--- src/rtl/uart_pkg.sv ---
// Shared UART definitions: FSM state encoding, oversampling constants and
// the parity helper used by the receive framer (the transmitter reuses these).
package uart_pkg;

    // Receiver/transmitter ticks per bit and the tick index of mid-start-bit
    localparam int OVERSAMPLE = 16;
    localparam int MID_TICK   = 7;

    typedef enum logic [2:0] {
        IDLE   = 3'd0,
        START  = 3'd1,
        DATA   = 3'd2,
        PARITY = 3'd3,
        STOP   = 3'd4
    } state_t;

    // Returns 1 when the received parity bit disagrees with the data word.
    // The word is zero-extended to 9 bits, which does not change its XOR.
    function automatic logic parity_mismatch(input logic [8:0] word,
                                             input logic       par_bit,
                                             input logic       odd);
        return (^word) ^ par_bit ^ odd;
    endfunction

endpackage

--- src/rtl/sync_2ff.sv ---
// Two-flop synchroniser for asynchronous inputs. The reset value is a
// parameter so idle-high lines (such as a UART rx pin) come out of reset
// at their idle level and do not fake an edge.
module sync_2ff #(
    parameter int   WIDTH     = 1,
    parameter logic RESET_VAL = 1'b1
) (
    input  logic             clk,
    input  logic             reset,
    input  logic [WIDTH-1:0] i_d,
    output logic [WIDTH-1:0] o_q
);

    logic [WIDTH-1:0] r_meta;
    logic [WIDTH-1:0] r_sync;

    // Metastability chain: first flop may go metastable, second resolves it
    always_ff @(posedge clk) begin
        if (reset) begin
            r_meta <= {WIDTH{RESET_VAL}};
            r_sync <= {WIDTH{RESET_VAL}};
        end else begin
            r_meta <= i_d;
            r_sync <= r_meta;
        end
    end

    assign o_q = r_sync;

endmodule

--- src/rtl/uart_rx_frame.sv ---
// Oversampling UART receive framer. Recovers start/data/[parity]/stop frames
// from the rx pin using a 16x s_tick and presents one word per frame.
//
// Output handshake: rx_done_tick is a valid-only strobe with no ready. It is
// high for exactly one clk per received frame; rx_dout, frame_err and
// parity_err change only in that cycle and hold until the next strobe. The
// consumer (normally the rx FIFO write port) must accept on that cycle.
// Frames with framing or parity errors are still delivered.
module uart_rx_frame
    import uart_pkg::*;
#(
    parameter int DBIT       = 8,
    parameter int SB_TICK    = 16,
    parameter int PARITY_EN  = 0,
    parameter int PARITY_ODD = 0
) (
    input  logic            clk,
    input  logic            reset,
    input  logic            s_tick,
    input  logic            rx,
    output logic            rx_done_tick,
    output logic [DBIT-1:0] rx_dout,
    output logic            frame_err,
    output logic            parity_err,
    output logic            busy,
    output state_t          o_dbg_state
);

    localparam logic [4:0] LAST_OS   = 5'(OVERSAMPLE - 1);
    localparam logic [4:0] MID_S     = 5'(MID_TICK);
    localparam logic [4:0] STOP_LAST = 5'(SB_TICK - 1);
    localparam logic [3:0] LAST_BIT  = 4'(DBIT - 1);
    localparam logic       PAR_EN    = (PARITY_EN != 0);
    localparam logic       PAR_ODD   = (PARITY_ODD != 0);

    logic            w_rx_s;
    logic            w_fall;
    logic            r_rx_q;

    state_t          r_state;
    logic [4:0]      r_s;
    logic [3:0]      r_n;
    logic [DBIT-1:0] r_sh;
    logic            r_p;
    logic            r_done;
    logic [DBIT-1:0] r_dout;
    logic            r_ferr;
    logic            r_perr;
    logic            r_busy;

    sync_2ff #(
        .WIDTH     (1),
        .RESET_VAL (1'b1)
    ) u_rx_sync (
        .clk   (clk),
        .reset (reset),
        .i_d   (rx),
        .o_q   (w_rx_s)
    );

    // One more stage of the synchronised line for falling-edge detection
    always_ff @(posedge clk) begin
        if (reset) begin
            r_rx_q <= 1'b1;
        end else begin
            r_rx_q <= w_rx_s;
        end
    end

    // Only a high-to-low transition starts a frame; a line held low (break)
    // never retriggers until it has been seen high again.
    assign w_fall = r_rx_q & ~w_rx_s;

    // Frame FSM with its tick/bit counters, shift register and registered outputs
    always_ff @(posedge clk) begin
        if (reset) begin
            r_state <= IDLE;
            r_s     <= '0;
            r_n     <= '0;
            r_sh    <= '0;
            r_p     <= 1'b0;
            r_done  <= 1'b0;
            r_dout  <= '0;
            r_ferr  <= 1'b0;
            r_perr  <= 1'b0;
            r_busy  <= 1'b0;
        end else begin
            r_done <= 1'b0;
            case (r_state)
                IDLE: begin
                    if (w_fall) begin
                        r_state <= START;
                        r_s     <= '0;
                        r_busy  <= 1'b1;
                    end
                end

                START: begin
                    if (s_tick) begin
                        if (r_s == MID_S) begin
                            // Mid start bit: still low means a real frame,
                            // high means the edge was a glitch.
                            if (!w_rx_s) begin
                                r_state <= DATA;
                                r_s     <= '0;
                                r_n     <= '0;
                            end else begin
                                r_state <= IDLE;
                                r_s     <= '0;
                                r_busy  <= 1'b0;
                            end
                        end else begin
                            r_s <= r_s + 5'd1;
                        end
                    end
                end

                DATA: begin
                    if (s_tick) begin
                        if (r_s == LAST_OS) begin
                            // Sampling point is mid-bit; data arrives LSB first
                            r_sh <= {w_rx_s, r_sh[DBIT-1:1]};
                            r_s  <= '0;
                            if (r_n == LAST_BIT) begin
                                r_state <= PAR_EN ? PARITY : STOP;
                            end else begin
                                r_n <= r_n + 4'd1;
                            end
                        end else begin
                            r_s <= r_s + 5'd1;
                        end
                    end
                end

                PARITY: begin
                    if (s_tick) begin
                        if (r_s == LAST_OS) begin
                            r_p     <= w_rx_s;
                            r_s     <= '0;
                            r_state <= STOP;
                        end else begin
                            r_s <= r_s + 5'd1;
                        end
                    end
                end

                STOP: begin
                    if (s_tick) begin
                        if (r_s == STOP_LAST) begin
                            r_state <= IDLE;
                            r_s     <= '0;
                            r_busy  <= 1'b0;
                            r_done  <= 1'b1;
                            r_dout  <= r_sh;
                            r_ferr  <= ~w_rx_s;
                            r_perr  <= PAR_EN & parity_mismatch(9'(r_sh), r_p, PAR_ODD);
                        end else begin
                            r_s <= r_s + 5'd1;
                        end
                    end
                end

                default: begin
                    r_state <= IDLE;
                    r_s     <= '0;
                    r_busy  <= 1'b0;
                end
            endcase
        end
    end

    assign rx_done_tick = r_done;
    assign rx_dout      = r_dout;
    assign frame_err    = r_ferr;
    assign parity_err   = r_perr;
    assign busy         = r_busy;
    assign o_dbg_state  = r_state;

endmodule
--- config.mk ---
export PLATFORM = sky130hd
export DESIGN_NAME = uart_rx_frame
export DESIGN_NICKNAME = d
export VERILOG_FILES = /design/src/rtl/uart_pkg.sv /design/src/rtl/sync_2ff.sv /design/src/rtl/uart_rx_frame.sv
export SDC_FILE = /design/constraint.sdc
export NUM_CORES = 1
export LEC_CHECK = 0
export CAP_MARGIN = 20
export CORE_UTILIZATION = 40
export CTS_BUF_LIST = sky130_fd_sc_hd__clkbuf_8 sky130_fd_sc_hd__clkbuf_16
export DETAILED_ROUTE_END_ITERATION = 7
export GPL_TIMING_DRIVEN = 0
export PLACE_DENSITY_LB_ADDON = 0.08
export SLEW_MARGIN = 10
export SYNTH_ARGS = -nofsm -noshare
export SYNTH_HDL_FRONTEND = slang
export SYNTH_HIERARCHICAL = 1
export SYNTH_SLANG_ARGS = --single-unit
--- constraint.sdc ---
create_clock -name clk -period 4.4 [get_ports clk]
set_clock_uncertainty 0.1 [all_clocks]
set_input_delay 1.32 -clock clk [delete_from_list [all_inputs] [get_ports clk]]
set_output_delay 1.32 -clock clk [all_outputs]
set_load 0.005 [all_outputs]
==> results of run 1 <==
-- state kept, by name, summed over array words and instances (netlist names) --
| name | count |
|---|---|
| frame_err | 1 |
| rx_done_tick | 1 |
| r_n | 4 |
| u_rx_sync/o_q | 1 |
| rx_dout | 8 |
| r_s | 5 |
| o_dbg_state | 3 |
| r_sh | 8 |
| busy | 1 |
| u_rx_sync/r_meta | 1 |
| r_rx_q | 1 |
-- area by class of cell --
type | instances | area [um2]
plain buffers | 12 | 55.05
clock buffers | 6 | 82.58
clock inverters | 2 | 12.51
fillers | 353 | 1827
inverters | 5 | 18.77
multi-input cells | 127 | 874.6
flip-flops and latches | 34 | 680.7
well taps | 48 | 60.06
repair buffers | 16 | 160.2
-- power breakdown --
part | switching [uW] | internal [uW]
clock network | 117 | 126
logic | 20.5 | 14.9
registers | 3.83 | 311
total | 142 | 452
-- routing by layer --
layer | up-vias | wire (um)
met5 | - | 0
met4 | 0 | 80
met3 | 9 | 141
met2 | 23 | 1735
met1 | 656 | 1632
li1 | 701 | -
-- cells by family after synthesis --
logic type	share of synthesized area
AOI/OAI and AO/OA	0.1582
other	0.002302
DFF	0.4178
buffers and inverters	0.04531
muxes	0.1167
and+or+nand+nor	0.2312
xor gates and xnor gates	0.005377
adders and majority gates	0.02304
-- through the flow --
stage               hold slack (ns)  setup WS (ns)  total power, uW    util  instances
floorplan                    0.2832          1.537            345.0       -        178
finish                       0.3082          1.471            593.0  0.5156        250
global route                 0.3456          1.192            619.2  0.5156        250
CTS                          0.3079          1.444            600.6  0.5156        250
detailed placement           0.2906          1.144            357.5  0.4904        242
global placement             0.2864          1.186            356.4  0.4904        242
-- worst max-delay path, stage by stage --
cell and delay (ns):
clkbuf_1 0.19, a211o_1 0.33, o22ai_1 0.55, a221oi_1 0.20, a2111oi_0 0.42
-- path summary, 6_finish.rpt --
check / slack, ns / from / to
setup / recovery: 1.47 / s_tick / busy$_SDFFE_PP0P_
setup reg to reg: 2.06 / r_s[0]$_SDFFE_PP0P_ / r_n[0]$_SDFFE_PP0P_
hold / removal: 0.31 / u_rx_sync/r_meta$_SDFF_PP1_ / u_rx_sync/o_q$_SDFF_PP1_
hold reg to reg: 0.31 / u_rx_sync/r_meta$_SDFF_PP1_ / u_rx_sync/o_q$_SDFF_PP1_
-- Yosys cell counts, types with 3 or more instances --
library cell   n  area share
inv_1          5       0.012
nor2_1        23       0.053
clkbuf_1       8       0.018
nand4_1        3       0.012
a21oi_1       10       0.031
or2_1          3       0.012
nor3_1         4       0.012
o31ai_1        3       0.014
a31oi_1        4       0.015
mux2i_1       19        0.12
nand3b_1       4       0.018
dfxtp_1       34        0.42
nand2_1        7       0.016
ha_1           3       0.023
nor3b_1        3       0.014
==> run metrics, run 1 <==
via count 1389; period utilization 0.6658; # diodes 0; most common cell after layout, fill and taps aside dfxtp_1; final wirelength 3.590 mm; TritonCTS Sinks 34; number of post-CTS setup repair buffers 0; syn nets 185; DP Area 1849 um2; status finished clean; FP Rows 22; Clk Latency, worst-skew pair 0.29 ns; # H-tree levels 2; drt first-iter violations 83; min Tclk post-route 2.929 ns; total CTS buffers 5; final setup fails 0; CTS tree yes; io pins 19; HPWL after DPL 2.467 mm; HP Class register to register; routed wire length per instance 14.36 um; number of max-cap violations 0; Final ANT Viol Nets 0; setup TNS 0 ns; startpoint types input port; Die H 65.82 um; crit-path max FO 9; initial cell density of the core 0.4320; nets 208; dominant synthesized flop cell dfxtp_1; FFs w/ async S/R, synth 0; Pwr per Cell Area 305.0 nW/um2; Post-Synthesis Cells 178; Avg Inst Size Synth 9.152 um2; count of final hold-check violations 0; Placer Congestion 0.7833; gr ovfl total 0; vias per std cell 5.556; number of flops mapped to enable cells by yosys 0; Resized Gates After CTS 0; LEAKAGE 0.0006637 uW; Max VDD drop 0.2706 mV; clk slew on worst S/H paths 0.07 ns; Mapped Area 1629 um2; CTS Hold Buffers Added 0; #FFs+latches synth 34; reg2reg path depth 5; met1 Use GR 0.2009; WHS Path Cells 1; synthesis-to-layout area growth 19.35%; sequential area share after synthesis 0.4178; Yosys cell types 48; critical path arrival 3.00 ns; DRC errors left 0; first-pass GRT wire length 6.072 mm; Global Route Usage Sum 0.1887; Std-Cell Core Area 3771 um2; GRT met2 Usage 0.3278; Die Area 4332 um2; Synth Warn # 6; CP endpoint kind register; share of layout cells above drive strength 1 0.06931; Root Buffer clkbuf_8; RSZ-0062 raised after global routing no; vias in the first global route 1365; final instance area 1944 um2; Slew @ Worst Pin 0.6978 ns; Slew Limit Fails 0; Pre-antenna DRT Iters 4; Worst Path Required 4.48 ns; global routing's busiest layer met2; achievable clock frequency 341.4 MHz; pin count of the biggest net entering global routing 12; Max Root-Sink Buffers 2; met3 Usage GRT 0.05517; die width 65.82 um; antenna violations before repair 0; CP Class input port to register; commonest non-fill, non-tap cells in the layout 34 x dfxtp_1, 23 x nor2_1, 19 x mux2i_1; Port Buffer Count 16; Rel. slew slack 0.5348
Power figures use the tool's default switching activity.
==> inputs of run 2 (changes only) <==
==> constraint.sdc (replaced) <==
create_clock -name clk -period 2.45 [get_ports clk]
set_clock_uncertainty 0.1 [all_clocks]
set_input_delay 0.735 -clock clk [delete_from_list [all_inputs] [get_ports clk]]
set_output_delay 0.735 -clock clk [all_outputs]
set_load 0.005 [all_outputs]
==> run 2 against run 1 <==
Non-clock buffer count shrank 1; critical path depth is the same; global-route usage is the same; worst setup slack lost 1.4 ns; final cell count shrank 0.40%; register-to-register slack lost 1.9 ns; die area is the same; first-iteration DRC count grew 75%; critical endpoint is now r_n[0]$_SDFFE_PP0P_; largest cell class unchanged; highest routed layer unchanged.
==> run metrics, run 2 (synthesized netlist as in run 1, its figures left out) <==
Std-Cell Core Area 3771 um2; pin count of the biggest net entering global routing 12; RSZ-0062 raised after global routing no; clk slew on worst S/H paths 0.07 ns; Port Buffer Count 16; count of final hold-check violations 0; Reg area 680.7 um2; FP Rows 22; Die H 65.82 um; DRC errors left 0; routed wire length per instance 14.47 um; Power, Total 1067 uW; Rel. slew slack 0.6397; Worst Path Required 2.57 ns; antenna violations before repair 0; final setup fails 0; gr ovfl total 0; min Tclk post-route 2.336 ns; sequential power share 0.530; area of the multi-input gates 880.8 um2; drt first-iter violations 145; final worst slack 0.1139 ns; vias in the first global route 1365; status finished clean; met3 WL 145 um; Clk Latency, worst-skew pair 0.29 ns; Die Area 4332 um2; HPWL after DPL 2.467 mm; Comb pwr share 0.061; vias per std cell 5.602; LEAKAGE 0.0006643 uW; filler instances 354; Final ANT Viol Nets 0; CP max stage delay 0.52 ns; CP max stage cell or4b_1; commonest non-fill, non-tap cells in the layout 34 x dfxtp_1, 23 x nor2_1, 19 x mux2i_1; via count 1395; Max Root-Sink Buffers 2; Slew @ Worst Pin 0.5404 ns; TritonCTS Sinks 34; final wirelength 3.604 mm; cell family with most CP delay simple AND/OR/NAND/NOR gates; HP Class register to register; DR top layer met4; sw frac 0.2392; total CTS buffers 5; period utilization 0.9535; # diodes 0; Max VDD drop 0.4877 mV; Pwr per Cell Area 548.0 nW/um2; Slew Limit Fails 0; clock power share 0.409; initial cell density of the core 0.4320; critical path arrival 2.45 ns; Root Buffer clkbuf_8; synthesis-to-layout area growth 19.51%; first-pass GRT wire length 6.072 mm; pre-CTS setup slack -0.2209 ns; final core occ 0.5163; io pins 19; crit path cell chain ha_1 -> nor4bb_1 -> a21oi_1 -> or4b_1 -> a21oi_1; Pre-antenna DRT Iters 4; number of max-cap violations 0; most frequent CP cell a21oi_1; Non-Filler Instances 249; Global Route Usage Sum 0.1887; share of layout cells above drive strength 1 0.07463; nets 207; CTS tree yes; Worst Path Buf+Inv 0; met2 WL 1.768 mm; CTS Hold Buffers Added 0; most common cell after layout, fill and taps aside dfxtp_1; crit-path max FO 7; CP Class register to register; M1 WL 1.611 mm; DP Cell Count 242; startpoint types register; achievable clock frequency 428.1 MHz; switching pwr 255.3 uW; Internal 811.7 uW; CP endpoint kind register; die width 65.82 um; Placer Congestion 0.7833; # H-tree levels 2
## run 2: cell count changes in the layout (fill, tap and decap cells not counted), sizes merged
cell	delta
clkbuf	-1
## run 2: metal layers
layer | vias up | GRT usage
met1 | 662 | 0.2009
met2 | 25 | 0.3278
met5 | - | 0
met4 | 0 | 0.1087
met3 | 9 | 0.05517
li1 | 699 | -
## run 2: path summary, 6_finish.rpt
kind,startpoint,slack (ns),end,cells past startpoint
worst max-delay path,r_s[0]$_SDFFE_PP0P_,0.11,r_n[0]$_SDFFE_PP0P_,5
worst min-delay path,u_rx_sync/r_meta$_SDFF_PP1_,0.31,u_rx_sync/o_q$_SDFF_PP1_,1
worst max register to register,r_s[0]$_SDFFE_PP0P_,0.11,r_n[0]$_SDFFE_PP0P_,5
worst min register to register,u_rx_sync/r_meta$_SDFF_PP1_,0.31,u_rx_sync/o_q$_SDFF_PP1_,1
## run 2: power groups by stage
stage	clock network, uW	logic, uW	registers (uW)
after floorplan	0	43.4	576
after CTS	449	64.4	565
after global placement	0	62.3	578
final	437	65.0	565
after detailed placement	0	64.1	578
after global routing	475	72.2	566
## run 2: area by class of cell
| type | instances | area share |
|---|---|---|
| plain buffers | 11 | 0.02635 |
| clock inverters | 2 | 0.006427 |
| well taps | 48 | 0.03085 |
| multi-input cells | 127 | 0.4524 |
| repair buffers | 16 | 0.08226 |
| clock buffers | 6 | 0.04242 |
| inverters | 5 | 0.009640 |
| flip-flops and latches | 34 | 0.3496 |
## run 2: repair_timing
| item | 4_1_cts | 5_1_grt |
|---|---|---|
| endpoints found under the setup margin | 0 | 2 |
| setup buffers | 0 | 0 |
| gates resized for setup | 0 | 1 |
## run 2: through the flow
step / TNS [ns] / hold slack, ns / area [um2]
floorplan: 0 / 0.2832 / 1629
global placement: -0.2711 / 0.2864 / 1849
detailed placement: -1.067 / 0.2906 / 1849
CTS: 0 / 0.3079 / 1944
global route: 0 / 0.3456 / 1947
finish: 0 / 0.3083 / 1947
